===== config.mk =====
export PLATFORM = sky130hd
export DESIGN_NAME = unified_mem_arbiter
export DESIGN_NICKNAME = d
export VERILOG_FILES = /design/src/rtl/unified_mem_arbiter.sv
export SDC_FILE = /design/constraint.sdc
export NUM_CORES = 1
export LEC_CHECK = 0
export ABC_CLOCK_PERIOD_IN_PS = 2000
export CAP_MARGIN = 30
export CORE_AREA = 4 4 124 126
export DETAILED_ROUTE_END_ITERATION = 8
export DIE_AREA = 0 0 128 130
export GPL_ROUTABILITY_DRIVEN = 1
export PLACE_DENSITY = 0.79
export SKIP_CTS_REPAIR_TIMING = 1
export SLEW_MARGIN = 25
export SYNTH_ARGS = -nofsm -noshare
export SYNTH_HDL_FRONTEND = slang
export SYNTH_SLANG_ARGS = --single-unit

===== constraint.sdc =====
create_clock -name clk -period 2 [get_ports clk]
set_input_delay 0.4 -clock clk [delete_from_list [all_inputs] [get_ports clk]]
set_output_delay 0.4 -clock clk [all_outputs]
set_load 0.02 [all_outputs]

===== src/rtl/unified_mem_arbiter.sv =====
`default_nettype none
// ==========================================================================
// Module   : unified_mem_arbiter
// Brief    : Shares one single-port instruction/data memory between the IF
//            fetch port and the MEM load/store port. MEM has priority, and
//            an anti-starvation counter guarantees that IF makes progress.
// Revision : 1.0 - initial release
// ==========================================================================
module unified_mem_arbiter #(
    parameter int ADDR_W     = 32,
    parameter int DATA_W     = 32,
    parameter int MEM_LAT    = 1,
    parameter int STARVE_MAX = 3
) (
    input  logic              clk,
    input  logic              reset,
    input  logic              if_req,
    input  logic [ADDR_W-1:0] if_addr,
    output logic [DATA_W-1:0] if_rdata,
    output logic              if_ack,
    input  logic              mem_req,
    input  logic              mem_we,
    input  logic [ADDR_W-1:0] mem_addr,
    input  logic [DATA_W-1:0] mem_wdata,
    output logic [DATA_W-1:0] mem_rdata,
    output logic              mem_ack,
    output logic              m_en,
    output logic              m_we,
    output logic [ADDR_W-1:0] m_addr,
    output logic [DATA_W-1:0] m_wdata,
    input  logic [DATA_W-1:0] m_rdata,
    output logic              busy
);

    localparam logic [1:0] c_st_idle  = 2'd0;
    localparam logic [1:0] c_st_issue = 2'd1;
    localparam logic [1:0] c_st_wait  = 2'd2;
    localparam logic [1:0] c_st_ack   = 2'd3;

    localparam logic [3:0] c_mem_lat    = 4'(MEM_LAT);
    localparam logic [3:0] c_starve_max = 4'(STARVE_MAX);

    logic [1:0]        r_state;
    logic [1:0]        w_state_next;
    logic              w_grant_if;
    logic              w_grant_mem;
    logic              w_capture;

    logic              r_owner_mem;
    logic [3:0]        r_starve_cnt;
    logic [3:0]        r_lat_cnt;
    logic              r_m_en;
    logic              r_m_we;
    logic [ADDR_W-1:0] r_m_addr;
    logic [DATA_W-1:0] r_m_wdata;
    logic              r_if_ack;
    logic              r_mem_ack;
    logic [DATA_W-1:0] r_if_rdata;
    logic [DATA_W-1:0] r_mem_rdata;
    logic              r_busy;

    always_comb begin
        w_state_next = r_state;
        w_grant_if   = 1'b0;
        w_grant_mem  = 1'b0;
        case (r_state)
            c_st_idle: begin
                // IF wins a tie only once MEM has starved it STARVE_MAX times
                if (mem_req && (!if_req || (r_starve_cnt != c_starve_max))) begin
                    w_grant_mem = 1'b1;
                end else if (if_req) begin
                    w_grant_if = 1'b1;
                end
                if (w_grant_mem || w_grant_if) begin
                    w_state_next = c_st_issue;
                end
            end
            c_st_issue: w_state_next = c_st_wait;
            c_st_wait: begin
                if (r_lat_cnt == c_mem_lat) begin
                    w_state_next = c_st_ack;
                end
            end
            c_st_ack:  w_state_next = c_st_idle;
            default:   w_state_next = c_st_idle;
        endcase
    end

    assign w_capture = (r_state == c_st_wait) && (r_lat_cnt == c_mem_lat);

    always_ff @(posedge clk) begin
        if (reset) begin
            r_state <= c_st_idle;
        end else begin
            r_state <= w_state_next;
        end
    end

    always_ff @(posedge clk) begin
        if (reset) begin
            r_owner_mem  <= 1'b0;
            r_starve_cnt <= 4'd0;
            r_lat_cnt    <= 4'd0;
            r_m_en       <= 1'b0;
            r_m_we       <= 1'b0;
            r_m_addr     <= '0;
            r_m_wdata    <= '0;
            r_if_ack     <= 1'b0;
            r_mem_ack    <= 1'b0;
            r_if_rdata   <= '0;
            r_mem_rdata  <= '0;
            r_busy       <= 1'b0;
        end else begin
            r_m_en    <= (w_state_next == c_st_issue);
            r_busy    <= (w_state_next != c_st_idle);
            r_if_ack  <= (w_state_next == c_st_ack) && !r_owner_mem;
            r_mem_ack <= (w_state_next == c_st_ack) && r_owner_mem;

            if (w_grant_mem || w_grant_if) begin
                r_owner_mem <= w_grant_mem;
                r_m_we      <= w_grant_mem && mem_we;
                r_m_addr    <= w_grant_mem ? mem_addr : if_addr;
                r_m_wdata   <= w_grant_mem ? mem_wdata : '0;
            end

            if (w_grant_mem && if_req) begin
                if (r_starve_cnt < c_starve_max) begin
                    r_starve_cnt <= r_starve_cnt + 4'd1;
                end
            end else if (w_grant_mem || w_grant_if) begin
                r_starve_cnt <= 4'd0;
            end

            if (r_state == c_st_issue) begin
                r_lat_cnt <= 4'd1;
            end else if ((r_state == c_st_wait) && (r_lat_cnt < c_mem_lat)) begin
                r_lat_cnt <= r_lat_cnt + 4'd1;
            end

            // Stores complete with zero read data
            if (w_capture) begin
                if (r_owner_mem) begin
                    r_mem_rdata <= r_m_we ? '0 : m_rdata;
                end else begin
                    r_if_rdata <= m_rdata;
                end
            end
        end
    end

    assign m_en      = r_m_en;
    assign m_we      = r_m_we;
    assign m_addr    = r_m_addr;
    assign m_wdata   = r_m_wdata;
    assign if_ack    = r_if_ack;
    assign mem_ack   = r_mem_ack;
    assign if_rdata  = r_if_rdata;
    assign mem_rdata = r_mem_rdata;
    assign busy      = r_busy;

endmodule
`default_nettype wire


==> metrics.md <==
| Metric | Value |
|---|---|
| DR iter-0 viols | approximately 650 |
| 1st-pass router iterations | 5 |
| Root Driver | clkbuf_16 |
| Sw power | roughly 3800 µW |
| Combinational fraction of design power | 0.373 |
| Yosys reg bits | 144 |
| Area leader, netlist | dfxtp_1 |
| Syn Inst Count | around 660 |
| Clock buffer depth | 2 |
| Core Region | 14,300 µm² |
| Setup-failing EPs final | 0 |
| Commonest non-fill, non-tap cell in the layout | clkdlybuf4s50_1 |
| Largest cells by area after synthesis | dfxtp_1, o21ai_0, a21oi_1 |
| Ys async rst share | 0 |
| Final hold vios | 0 |
| Io pins | approximately 270 |
| Post-synthesis sequential area ratio | 0.491 |
| Gpl congestion | 0.809 |
| Num CTS Buffers | 17 |
| Vias per cell | about 5.5 |
| Final WL | ~19,000 µm |
| Crit path buf inv count | 1 |
| Synth Cell Area | 5870 µm² |
| CP required | 1600 ps |
| Number of global-route vias before repair | about 5,600 |
| Crit-path cells | clkdlybuf4s50_1 |
| Period utilization | 0.909 |
| Switching share of power | 0.333 |
| Avg WL per Cell | ~18 µm |
| I/O Buffers | 265 |
| Clk pwr share | 0.304 |
| Largest net degree at the start of global routing | 66 |
| Total number of vias | around 6,000 |
| Antenna violations before repair | 0 |
| Placed inst area | around 8800 µm² |
| Number of remaining DRC errors | 0 |
| Minimum clock period | between 1500 and 2000 ps |
| Worst-path fanout max | 2 |
| Sum of negative setup slack | 0 ps |
| Die area | around 17,000 µm² |
| Overflow after GRT | 0 |
| CP max-delay cell | clkdlybuf4s50_1 |
| Outcome | complete, no violations |
| Initial Util | 0.410 |
| Critical Path AT | between 1000 and 1500 ps |
| Pint | 7550 µW |
| Row count | 44 |
| Mean Syn Cell Area | between 8 and 9 µm² |
| First-pass GRT wire length | approximately 30,000 µm |
| Filler cell count | roughly 1,200 |
| Seq pwr share | 0.323 |
| Crit path max-delay family | buffers and inverters |
| Fin. max-slew vios | 0 |
| Diodes inserted | 0 |
| Slew headroom | 0.729 |
| Fmax | approximately 550 MHz |
| Commonest non-fill, non-tap cells in the layout | clkdlybuf4s50_1, dfxtp_1, o21ai_0, nor2_1, a21oi_1 |
| Clock Sinks | around 140 |
| Critical Path Sink Type | output port |
| Crit start category | flip-flop |
| Multi-input logic area | approximately 2700 µm² |
| Worst-Skew Late Latency | between 400 and 500 ps |
| CP max stage delay | roughly 680 ps |
| Die extent in y | ~130 µm |
| Pwr dens | 1200 nW/µm² |
| Dpl hpwl | around 13,000 µm |
| Main synth FF type | dfxtp_1 |
| Nets | roughly 1,000 |
| YS warnings | 0 |
| Design area | 9420 µm² |
| Crit Path Class | reg -> out |
| Die W | 128 µm |
| Worst vdd ir | 0.603 mV |
| P&R area growth vs syn | 60.4% |
| Syn Nets | 802 |
| EDFF count, synth | 0 |
| Sequential cell area | 2880 µm² |
| Layout cells sized above 1 | 0.0730 |
| Leakage | 0.00323 µW |
| Max Cap Violations | 0 |
| Worst-Margin Slew | approximately 410 ps |
| CTS tree | yes |
| Worst-path clk slew | around 60 ps |
| Total GRT Usage | 0.223 |
| Post-synth cell types | around 40 |
| Area share of the largest cell type after synthesis | 0.491 |
| Unrepaired setup endpoints after global routing | false |
| H-tree Lvls | 4 |
| Antenna Nets Post-Route | 0 |
| Final Skew | roughly 9.8 ps |
| Hold crit path type | in -> reg |
## logic make-up after synthesis
logic type	Yosys count	share of synthesized area
buffers and inverters	85	0.0645
XOR/XNOR	1	0.00149
multiplexers	1	0.00170
AND/OR/NAND/NOR	187	0.177
AO/OA/AOI/OAI	237	0.249
flip-flops	144	0.491
adder cells (fa/ha/maj)	7	0.0149
## state kept, by name (all words and copies together), names as in the netlist
name          flops
r_lat_cnt         4
if_rdata         32
if_ack            1
m_wdata          32
m_addr           32
r_state           2
mem_ack           1
m_en              1
busy              1
r_starve_cnt      4
m_we              1
r_owner_mem       1
mem_rdata        32
## per-stage QoR
step | power [µW] | worst slack, ps | cells | util | hold WS, ps
after floorplan | 6040 | 379 | 662 | - | 458
after global routing | 11900 | 124 | 1088 | 0.658 | 405
after global placement | 7860 | 120 | 1056 | 0.614 | 457
after detailed placement | 7920 | 50.4 | 1056 | 0.614 | 465
final | 11300 | 182 | 1088 | 0.658 | 412
after CTS | 11400 | 144 | 1088 | 0.658 | 388
## cell type report
class	count	area share
clock inverters	11	0.0198
flip-flops and latches	144	0.306
inverters	6	0.00239
multi-input cells	433	0.282
clock buffers	21	0.0478
repair buffers	289	0.318
well taps	184	0.0244
## cell usage after synthesis, types with 2 or more instances
master / count
a21oi_1: 68
a311oi_1: 32
a32oi_1: 33
and3_1: 2
buf_1: 3
buf_2: 21
buf_6: 3
clkbuf_1: 47
clkbuf_2: 3
dfxtp_1: 144
ha_1: 7
inv_1: 5
nand3_1: 64
nand4b_1: 33
nand4bb_1: 2
nor2_1: 69
nor2b_1: 2
nor3_1: 2
nor3b_1: 3
o21ai_0: 84
o21ai_1: 15
## worst paths after layout
kind                                                    to  slack [ps]                      start  cells past startpoint
worst min register to register   mem_rdata[3]$_SDFFE_PP0P_         470  mem_rdata[3]$_SDFFE_PP0P_                      2
worst max-delay path                            m_addr[11]         180    m_addr[11]$_SDFFE_PP0P_                      1
worst max register to register     m_addr[27]$_SDFFE_PP0P_         280      r_state[0]$_SDFF_PP0_                      6
worst min-delay path            mem_rdata[23]$_SDFFE_PP0P_         410                      reset                      2
## power by group through the flow
| stage | registers, µW | logic, µW | clock network, µW |
|---|---|---|---|
| after floorplan | 4230 | 1810 | 0 |
| after global placement | 3690 | 4160 | 0 |
| after detailed placement | 3710 | 4210 | 0 |
| after CTS | 3660 | 4230 | 3500 |
| after global routing | 3720 | 4550 | 3640 |
| final | 3660 | 4220 | 3430 |
## routing by layer
metal	share of wire	up-vias	routed length [µm]	track usage
li1	-	2924	-	-
met3	0.063	44	1220	0.0675
met4	0.030	0	581	0.0999
met2	0.48	190	9250	0.346
met1	0.43	2809	8230	0.287
met5	0	-	0	0
(Power assumes the default switching activity.)
